==> src/rtl/uart_rx_sampler.sv <==
// uart_rx_sampler
//   Serial front end of the UART receive path. rx_i is synchronised, a start
//   bit is qualified at mid-bit, then every data/parity/stop bit is sampled at
//   mid-period using a runtime clocks-per-bit divider. Each completed frame
//   updates dout_o; good frames raise a single-cycle rx_done_tick_o.
//
//   Optional feature macro: UART_RX_PARITY_EN
//     defined   : start + DATA_BITS + parity + stop, parity_odd_i selects odd/even
//     undefined : start + DATA_BITS + stop, parity_err_o stays 0
module uart_rx_sampler #(
    parameter int DATA_BITS   = 8,
    parameter int SYNC_STAGES = 2
) (
    input  logic                 clk_i,
    input  logic                 rstn_i,
    input  logic                 rx_i,
    input  logic [15:0]          baud_div,
    input  logic                 parity_odd_i,
    output logic [DATA_BITS-1:0] dout_o,
    output logic                 rx_done_tick_o,
    output logic                 frame_err_o,
    output logic                 parity_err_o,
    output logic                 busy_o
);

    localparam logic [2:0] LAST_IDX = 3'(DATA_BITS - 1);

    typedef enum logic [2:0] {
        IDLE      = 3'd0,
        START     = 3'd1,
        DATA      = 3'd2,
        PARITY    = 3'd3,
        STOP      = 3'd4,
        WAIT_IDLE = 3'd5
    } state_t;

    // ------------------------------------------------------------------
    // Input synchroniser; flops come out of reset high (idle line) so a
    // reset never looks like a start bit.
    // ------------------------------------------------------------------
    logic [SYNC_STAGES-1:0] sync_reg;
    logic                   rxs;

    generate
        for (genvar gi = 0; gi < SYNC_STAGES; gi++) begin : g_sync
            // One synchroniser stage: stage 0 takes the raw line, others chain.
            always_ff @(posedge clk_i or negedge rstn_i) begin
                if (!rstn_i) begin
                    sync_reg[gi] <= 1'b1;
                end else if (gi == 0) begin
                    sync_reg[gi] <= rx_i;
                end else begin
                    sync_reg[gi] <= sync_reg[(gi > 0) ? gi - 1 : 0];
                end
            end
        end
    endgenerate

    assign rxs = sync_reg[SYNC_STAGES-1];

    // ------------------------------------------------------------------
    // FSM and datapath state
    // ------------------------------------------------------------------
    state_t                 state_reg, state_next;
    logic [15:0]            cnt_reg, cnt_next;
    logic [15:0]            div_reg, div_next;
    logic [2:0]             idx_reg, idx_next;
    logic [DATA_BITS-1:0]   shift_reg, shift_next;
    logic [DATA_BITS-1:0]   dout_reg, dout_next;
    logic                   par_bad_reg, par_bad_next;
    logic                   done_reg, done_next;
    logic                   ferr_reg, ferr_next;
    logic                   perr_reg, perr_next;

    logic [15:0]            half_m1;
    logic                   bit_end;

    // Start bit is checked half a bit in; every later bit one full bit apart.
    assign half_m1 = (div_reg >> 1) - 16'd1;
    assign bit_end = (cnt_reg == div_reg - 16'd1);

`ifndef UART_RX_PARITY_EN
    logic unused_parity_odd;
    assign unused_parity_odd = parity_odd_i;
`endif

    // State and datapath registers; reset discards any partial frame.
    always_ff @(posedge clk_i or negedge rstn_i) begin
        if (!rstn_i) begin
            state_reg   <= IDLE;
            cnt_reg     <= '0;
            div_reg     <= '0;
            idx_reg     <= '0;
            shift_reg   <= '0;
            dout_reg    <= '0;
            par_bad_reg <= 1'b0;
            done_reg    <= 1'b0;
            ferr_reg    <= 1'b0;
            perr_reg    <= 1'b0;
        end else begin
            state_reg   <= state_next;
            cnt_reg     <= cnt_next;
            div_reg     <= div_next;
            idx_reg     <= idx_next;
            shift_reg   <= shift_next;
            dout_reg    <= dout_next;
            par_bad_reg <= par_bad_next;
            done_reg    <= done_next;
            ferr_reg    <= ferr_next;
            perr_reg    <= perr_next;
        end
    end

    // Next-state, bit sampling and pulse generation.
    always_comb begin
        state_next   = state_reg;
        cnt_next     = cnt_reg;
        div_next     = div_reg;
        idx_next     = idx_reg;
        shift_next   = shift_reg;
        dout_next    = dout_reg;
        par_bad_next = par_bad_reg;
        done_next    = 1'b0;
        ferr_next    = 1'b0;
        perr_next    = 1'b0;

        case (state_reg)
            IDLE: begin
                cnt_next = '0;
                // Dividers below 4 leave no room for a mid-bit sample.
                if (!rxs && (baud_div >= 16'd4)) begin
                    state_next   = START;
                    div_next     = baud_div;
                    par_bad_next = 1'b0;
                end
            end

            START: begin
                if (cnt_reg == half_m1) begin
                    cnt_next   = '0;
                    idx_next   = '0;
                    // A line that is high again mid-start was only a glitch.
                    state_next = rxs ? IDLE : DATA;
                end else begin
                    cnt_next = cnt_reg + 16'd1;
                end
            end

            DATA: begin
                if (bit_end) begin
                    cnt_next   = '0;
                    // LSB arrives first, so new bits enter at the top.
                    shift_next = {rxs, shift_reg[DATA_BITS-1:1]};
                    idx_next   = idx_reg + 3'd1;
                    if (idx_reg == LAST_IDX) begin
`ifdef UART_RX_PARITY_EN
                        state_next = PARITY;
`else
                        state_next = STOP;
`endif
                    end
                end else begin
                    cnt_next = cnt_reg + 16'd1;
                end
            end

`ifdef UART_RX_PARITY_EN
            PARITY: begin
                if (bit_end) begin
                    cnt_next     = '0;
                    // XOR of data and parity bit must equal 1 for odd, 0 for even.
                    par_bad_next = ((^shift_reg) ^ rxs) != parity_odd_i;
                    state_next   = STOP;
                end else begin
                    cnt_next = cnt_reg + 16'd1;
                end
            end
`endif

            STOP: begin
                if (bit_end) begin
                    cnt_next  = '0;
                    dout_next = shift_reg;
`ifdef UART_RX_PARITY_EN
                    perr_next = par_bad_reg;
`endif
                    if (rxs) begin
                        done_next  = !par_bad_reg;
                        state_next = IDLE;
                    end else begin
                        // Low stop bit: wait for the line to recover before
                        // hunting for another start edge.
                        ferr_next  = 1'b1;
                        state_next = WAIT_IDLE;
                    end
                end else begin
                    cnt_next = cnt_reg + 16'd1;
                end
            end

            WAIT_IDLE: begin
                cnt_next = '0;
                if (rxs) begin
                    state_next = IDLE;
                end
            end

            default: begin
                state_next = IDLE;
                cnt_next   = '0;
            end
        endcase
    end

    assign dout_o         = dout_reg;
    assign rx_done_tick_o = done_reg;
    assign frame_err_o    = ferr_reg;
    assign parity_err_o   = perr_reg;
    assign busy_o         = (state_reg != IDLE);

endmodule

==> config.mk <==
export PLATFORM = sky130hd
export DESIGN_NAME = uart_rx_sampler
export DESIGN_NICKNAME = d
export VERILOG_FILES = /design/src/rtl/uart_rx_sampler.sv
export SDC_FILE = /design/constraint.sdc
export NUM_CORES = 1
export LEC_CHECK = 0
export CAP_MARGIN = 20
export CORE_MARGIN = 1
export CORE_UTILIZATION = 55
export CTS_BUF_LIST = sky130_fd_sc_hd__clkbuf_16
export DETAILED_ROUTE_END_ITERATION = 10
export HOLD_SLACK_MARGIN = 0.05
export PLACE_DENSITY = 0.77
export RECOVER_POWER = 100
export REMOVE_ABC_BUFFERS = 1
export SLEW_MARGIN = 0
export SYNTH_ARGS = -nofsm -noshare
export SYNTH_HDL_FRONTEND = slang
export SYNTH_SLANG_ARGS = --single-unit
==> constraint.sdc <==
create_clock -name clk_i -period 7 [get_ports clk_i]
set_input_delay 1.4 -clock clk_i [delete_from_list [all_inputs] [get_ports clk_i]]
set_output_delay 1.4 -clock clk_i [all_outputs]
set_load 0.02 [all_outputs]
==> After elaboration in Yosys (flattened, before gate mapping) <==
Cells that the tools add are included.
{ "classes": {"addsub": 4, "n_lt_le_gt_ge": 1, "n_eq_ne": 13, "muxes": 21, "n_reduce_logical": 11} }
{ "ops": {"columns": ["cell", "n"], "rows": [
  ["$eq 16x16->1", 2],
  ["$mux 16", 2],
  ["$pmux 16 s2", 1],
  ["$mux 3", 9],
  ["$add 16x1->16 const B", 1],
  ["$ge 16x3->1 const B", 1],
  ["$sub 15x1->16 const B", 1],
  ["$sub 16x1->16 const B", 1],
  ["$pmux 3 s5", 1],
  ["$ne 2x2->1 const B", 6],
  ["$eq 3x3->1 const B", 3],
  ["$mux 1", 6],
  ["$pmux 3 s2", 1],
  ["$reduce_and 2->1", 3],
  ["$reduce_and 6->1", 1],
  ["$add 3x1->3 const B", 1],
  ["$eq 3x1->1 const B", 1],
  ["$eq 3x2->1 const B", 1],
  ["$logic_not 3->1", 1],
  ["$reduce_and 3->1", 1],
  ["$reduce_bool 3->1", 1],
  ["$mux 2", 1],
  ["$reduce_bool 2->1", 1],
  ["$reduce_or 2->1", 1],
  ["2 further kinds", 2]
]} }
{ "totals": {"ff_bits": 58, "in_bits": 20, "output_inout_bits": 12, "word_cells": 60} }

==> Depth between registers and ports, before layout <==
{ "logic_depth": {"depth_word": 4, "mapped_depth": 11, "mapped_depth_nobuf": 10} }

==> Worst setup path after synthesis <==
Ideal clock, no wire load.
{ "synth_path": {"path_type": "flip-flop to flip-flop", "from": "register div_reg[1]", "to": "register shift_reg[1]", "setup_time_ns": 0.125, "arrival_time_ns": 2.733, "required_ns": 6.875, "setup_slack_ns": 4.142, "path_stages_with_launch": 11, "n_path_buf": 1, "period_less_slack_ns": 2.858, "cell_sequence": "dfrtp_1 -> inv_1 -> ha_1 -> nor3b_1 -> and3_1 -> o211ai_1 -> a2111o_1 -> or3_4 -> nor2_1 -> buf_4 -> mux2_2"} }
{ "synth_between": {"elab_chain_len": 3} }
{ "synth_rtl": {"columns": ["element", "line", "rtl"], "rows": [
  ["start: declaration", "66", "logic [15:0] div_reg, div_next;"],
  ["start signal: assignment", "103", "div_reg <= div_next;"],
  ["$sub 16x1->16", "80", "assign bit_end = (cnt_reg == div_reg - 16'd1);"],
  ["$eq 16x16->1", "80", null],
  ["$reduce_and 2->1 (no line)", null, null],
  ["end signal: assignment", "105", "shift_reg <= shift_next;"],
  ["end: declaration", "68", "logic [DATA_BITS-1:0] shift_reg, shift_next;"]
]} }
Every way passes these cells.
A chain may end at the register's enable or synchronous reset.

==> Final worst setup path <==
{ "layout_path": {"from": "register div_reg[3]", "to": "register cnt_reg[4]"} }
{ "layout_between": {"elab_chain_len": 4, "elab_cells_between_ends": 7, "classes_between": "add/sub (2); eq/ne (2); mux (3)"} }
{ "layout_rtl": {"columns": ["element", "line", "rtl"], "rows": [
  ["$sub 16x1->16 or $sub 15x1->16 (tied branches)", "80, 79", null],
  ["$eq 16x16->1 (on tied branches)", "80, 139", null],
  ["$mux 16 (on tied branches)", "150, 181, 139", null],
  ["$pmux 16 s2 *", "127", "case (state_reg)"],
  ["named net cnt_next[4]", "65", "logic [15:0] cnt_reg, cnt_next;"],
  ["end signal: assignment", "102", "cnt_reg <= cnt_next;"],
  ["end: declaration", "65", null]
]} }
The timed path passes the listed nets; every way through them passes the cells marked *.

==> results.json <==
{
  "status": "finished with violations",
  "failed_checks": "max-capacitance violations, max-slew violations",
  "drc_errors": 0,
  "die_width_um": 81.8,
  "synth-main-ff-cell": "dfrtp_1",
  "path_buf_inv": 0,
  "clk_pin_slew_worst_paths_ns": 0.05,
  "clock_path_buffers": 2,
  "antennaDiodeCount": 0,
  "rsz0062_at_grt": "false",
  "drt_iter0_drc": 224,
  "cp_cell_sequence": "nor3_1 > nand4_1 > nor4b_1 > nor3_1 > nor4b_1 > nor3_1 > a21oi_1 > nor2_1",
  "grt_remaining_overflow": 0,
  "crit_arrival_ns": 4.40,
  "clock.fmax_mhz": 235,
  "cts_tree": "built",
  "worstSetupStartpointType": "flop",
  "ant_nets": 0,
  "nets": 388,
  "ys_seq_elements": 58,
  "grt_antenna_before_repair": 0,
  "via_per_inst": 6.00,
  "syn_to_final_growth_pct": 14.1,
  "min_to": "rxs",
  "clockRootBuffer": "clkbuf_16",
  "wl_per_cell_um": 17.3,
  "cts_buffers": 9,
  "rows": 28,
  "crit_family": "simple AND/OR/NAND/NOR gates",
  "worst_path_most_repeated_cell": "nor3_1",
  "ios": 32,
  "postSynthAreaPerCell_um2": 10.2,
  "final.min_clock_period_ns": 4.25,
  "grt_pass1_wl_um": 12900,
  "first_pass_iters": 4,
  "reg2reg_to": "cnt_reg[4]",
  "clock_latency_ns": 0.33,
  "fin_crit_sh_pct": 60.7,
  "hold-worst-slack_ns": 0.358,
  "post-dp-hpwl_um": 5260,
  "power.total_mw": 0.771,
  "p_leak_nw": 1.90,
  "power-per-cell-area_nw_per_um2": 193,
  "critPathCaptureType": "flop",
  "worstMarginPinSlew_ns": 2.99,
  "drv_cap": 1,
  "crit_fanout": 16,
  "port_buffers": 29,
  "finalHoldViolCount": 0,
  "cts_sinks": 58,
  "peakVddDrop_v": 0.000176,
  "routed_wl_um": 7670,
  "r2r_start": "div_reg[3]",
  "postCtsHoldBufs": 0,
  "die_area_um2": 6700,
  "vias": 2659,
  "synth-edff-count": 0,
  "die_h_um": 81.8,
  "postCtsSetupBuffers": 0,
  "relSlewSlack_pct": -99.4,
  "holdPathStages": 0,
  "start_util_pct": 58.2,
  "syn_area_um2": 3510,
  "critPathKind": "flop to flop",
  "reg2reg_depth": 8,
  "critPathSlowestCell": "a21oi_1",
  "yosysUniqueCellTypes": 57,
  "hp-start": "sync_reg[0]",
  "grt_pass1_vias": 2635,
  "tns_ns": 0,
  "async_flop_share_pct": 100,
  "grt_start_max_net_pins": 59,
  "ys_warn_count": 0,
  "reg2reg_slack_ns": 2.75,
  "crit_required_ns": 7.15,
  "place_congestion": 0.885,
  "syn_inst": 345,
  "drv_slew": 59,
  "hold_path.class": "flop to flop",
  "core_area_um2": 6030,
  "layout-drive-gt1-share_pct": 12.5,
  "h-tree-depth": 3,
  "grt_usage_pct": 25.9,
  "synth-seq-area-share_pct": 41.5,
  "setup_viol": 0,
  "skew_ns": 0.00979,
  "slowest_delay_ns": 1.05,
  "post_cts_resized": 0
}
[per-layer routing]
metal | track usage [%] | vias to the layer above | routed length (um)
met1 | 33.8 | 1307 | 3390
met4 | 10.2 | 0 | 180
li1 | - | 1271 | -
met2 | 42.8 | 65 | 3820
met5 | 0 | - | 0
met3 | 4.56 | 16 | 272
[cell usage in the layout (no fill, tap or decap), types with 3 or more instances in the layout]
master	instances
dlygate4sd3_1	13
clkdlybuf4s50_1	15
nand2_1	16
mux2_2	25
nand4_1	9
a31oi_1	5
or3_1	7
o21ai_0	5
inv_1	10
nor3_1	14
nand3_1	7
nand3b_1	3
nor4b_1	3
a21oi_1	7
ha_1	5
clkbuf_16	9
mux2_1	7
or4_1	3
nor4_1	8
dfrtp_1	56
and3_1	6
nand2b_1	7
and4_1	3
xnor2_1	22
xor2_1	26
a211oi_1	3
nor2_1	36
o211ai_1	3
[logic make-up (layout without fill, tap and decap cells)]
logic type / Yosys count / in the layout / synth area share [%]
other: 1 / 1 / 0.107
buffers and inverters: 30 / 53 / 3.89
AND/OR/NAND/NOR: 129 / 129 / 20.4
XOR/XNOR: 49 / 49 / 12.6
adder cells (fa/ha/maj): 5 / 5 / 1.78
AO/OA/AOI/OAI: 39 / 39 / 7.99
multiplexers: 34 / 34 / 11.7
flip-flops: 58 / 58 / 41.5
[through the flow]
| stage | std cells | worst slack [ns] | instance area [um2] | util (%) |
|---|---|---|---|---|
| detailed placement | 427 | 3.23 | 3780 | 62.8 |
| finish | 443 | 2.75 | 4000 | 66.4 |
| CTS | 443 | 3.12 | 4070 | 67.5 |
| global placement | 427 | 3.34 | 3780 | 62.8 |
| floorplan | 322 | 3.90 | 3400 | - |
| global route | 443 | 2.39 | 4000 | 66.4 |
[synth_stat cells (6+ instances only)]
master | count | share of area (%)
mux2_2 | 25 | 8.0
buf_2 | 6 | 0.86
nand2b_1 | 7 | 1.2
dfrtp_1 | 56 | 40
nand3_1 | 6 | 0.86
a21oi_1 | 6 | 0.86
mux2_4 | 8 | 3.4
inv_1 | 7 | 0.75
nor2_1 | 35 | 3.7
nand2_1 | 16 | 1.7
nor3_1 | 14 | 2.0
and3_1 | 6 | 1.1
xnor2_1 | 22 | 5.5
nand4_1 | 9 | 1.6
nor4_1 | 8 | 1.4
or3_1 | 6 | 1.1
clkbuf_1 | 13 | 1.4
xor2_1 | 26 | 6.5
[where the power goes]
part           leakage [nW]  internal [mW]  total [mW]  switching [mW]
logic                 0.973        0.00879      0.0186         0.00982
clock network         0.147          0.269       0.415           0.146
registers             0.784          0.337       0.338        0.000621
[worst max path at each step]
stage	from	endpoint	slack [ns]	cells after the start
global route	div_reg[3]	cnt_reg[10]	2.39	8
detailed placement	div_reg[1]	idx_reg[0]	3.23	10
floorplan	div_reg[1]	idx_reg[0]	3.90	10
global placement	div_reg[0]	idx_reg[0]	3.34	10
finish	div_reg[3]	cnt_reg[4]	2.75	8
CTS	div_reg[1]	idx_reg[0]	3.12	10
[final cells by class]
type	instances	area, um2
Inverter	7	26.3
Timing Repair Buffer	30	289
Sequential cell	58	1450
Fill cell	465	2030
Multi-Input combinational cell	257	1850
Clock inverter	7	57.6
Tap cell	75	93.8
Clock buffer	9	225
Power figures use the tool's default switching activity.
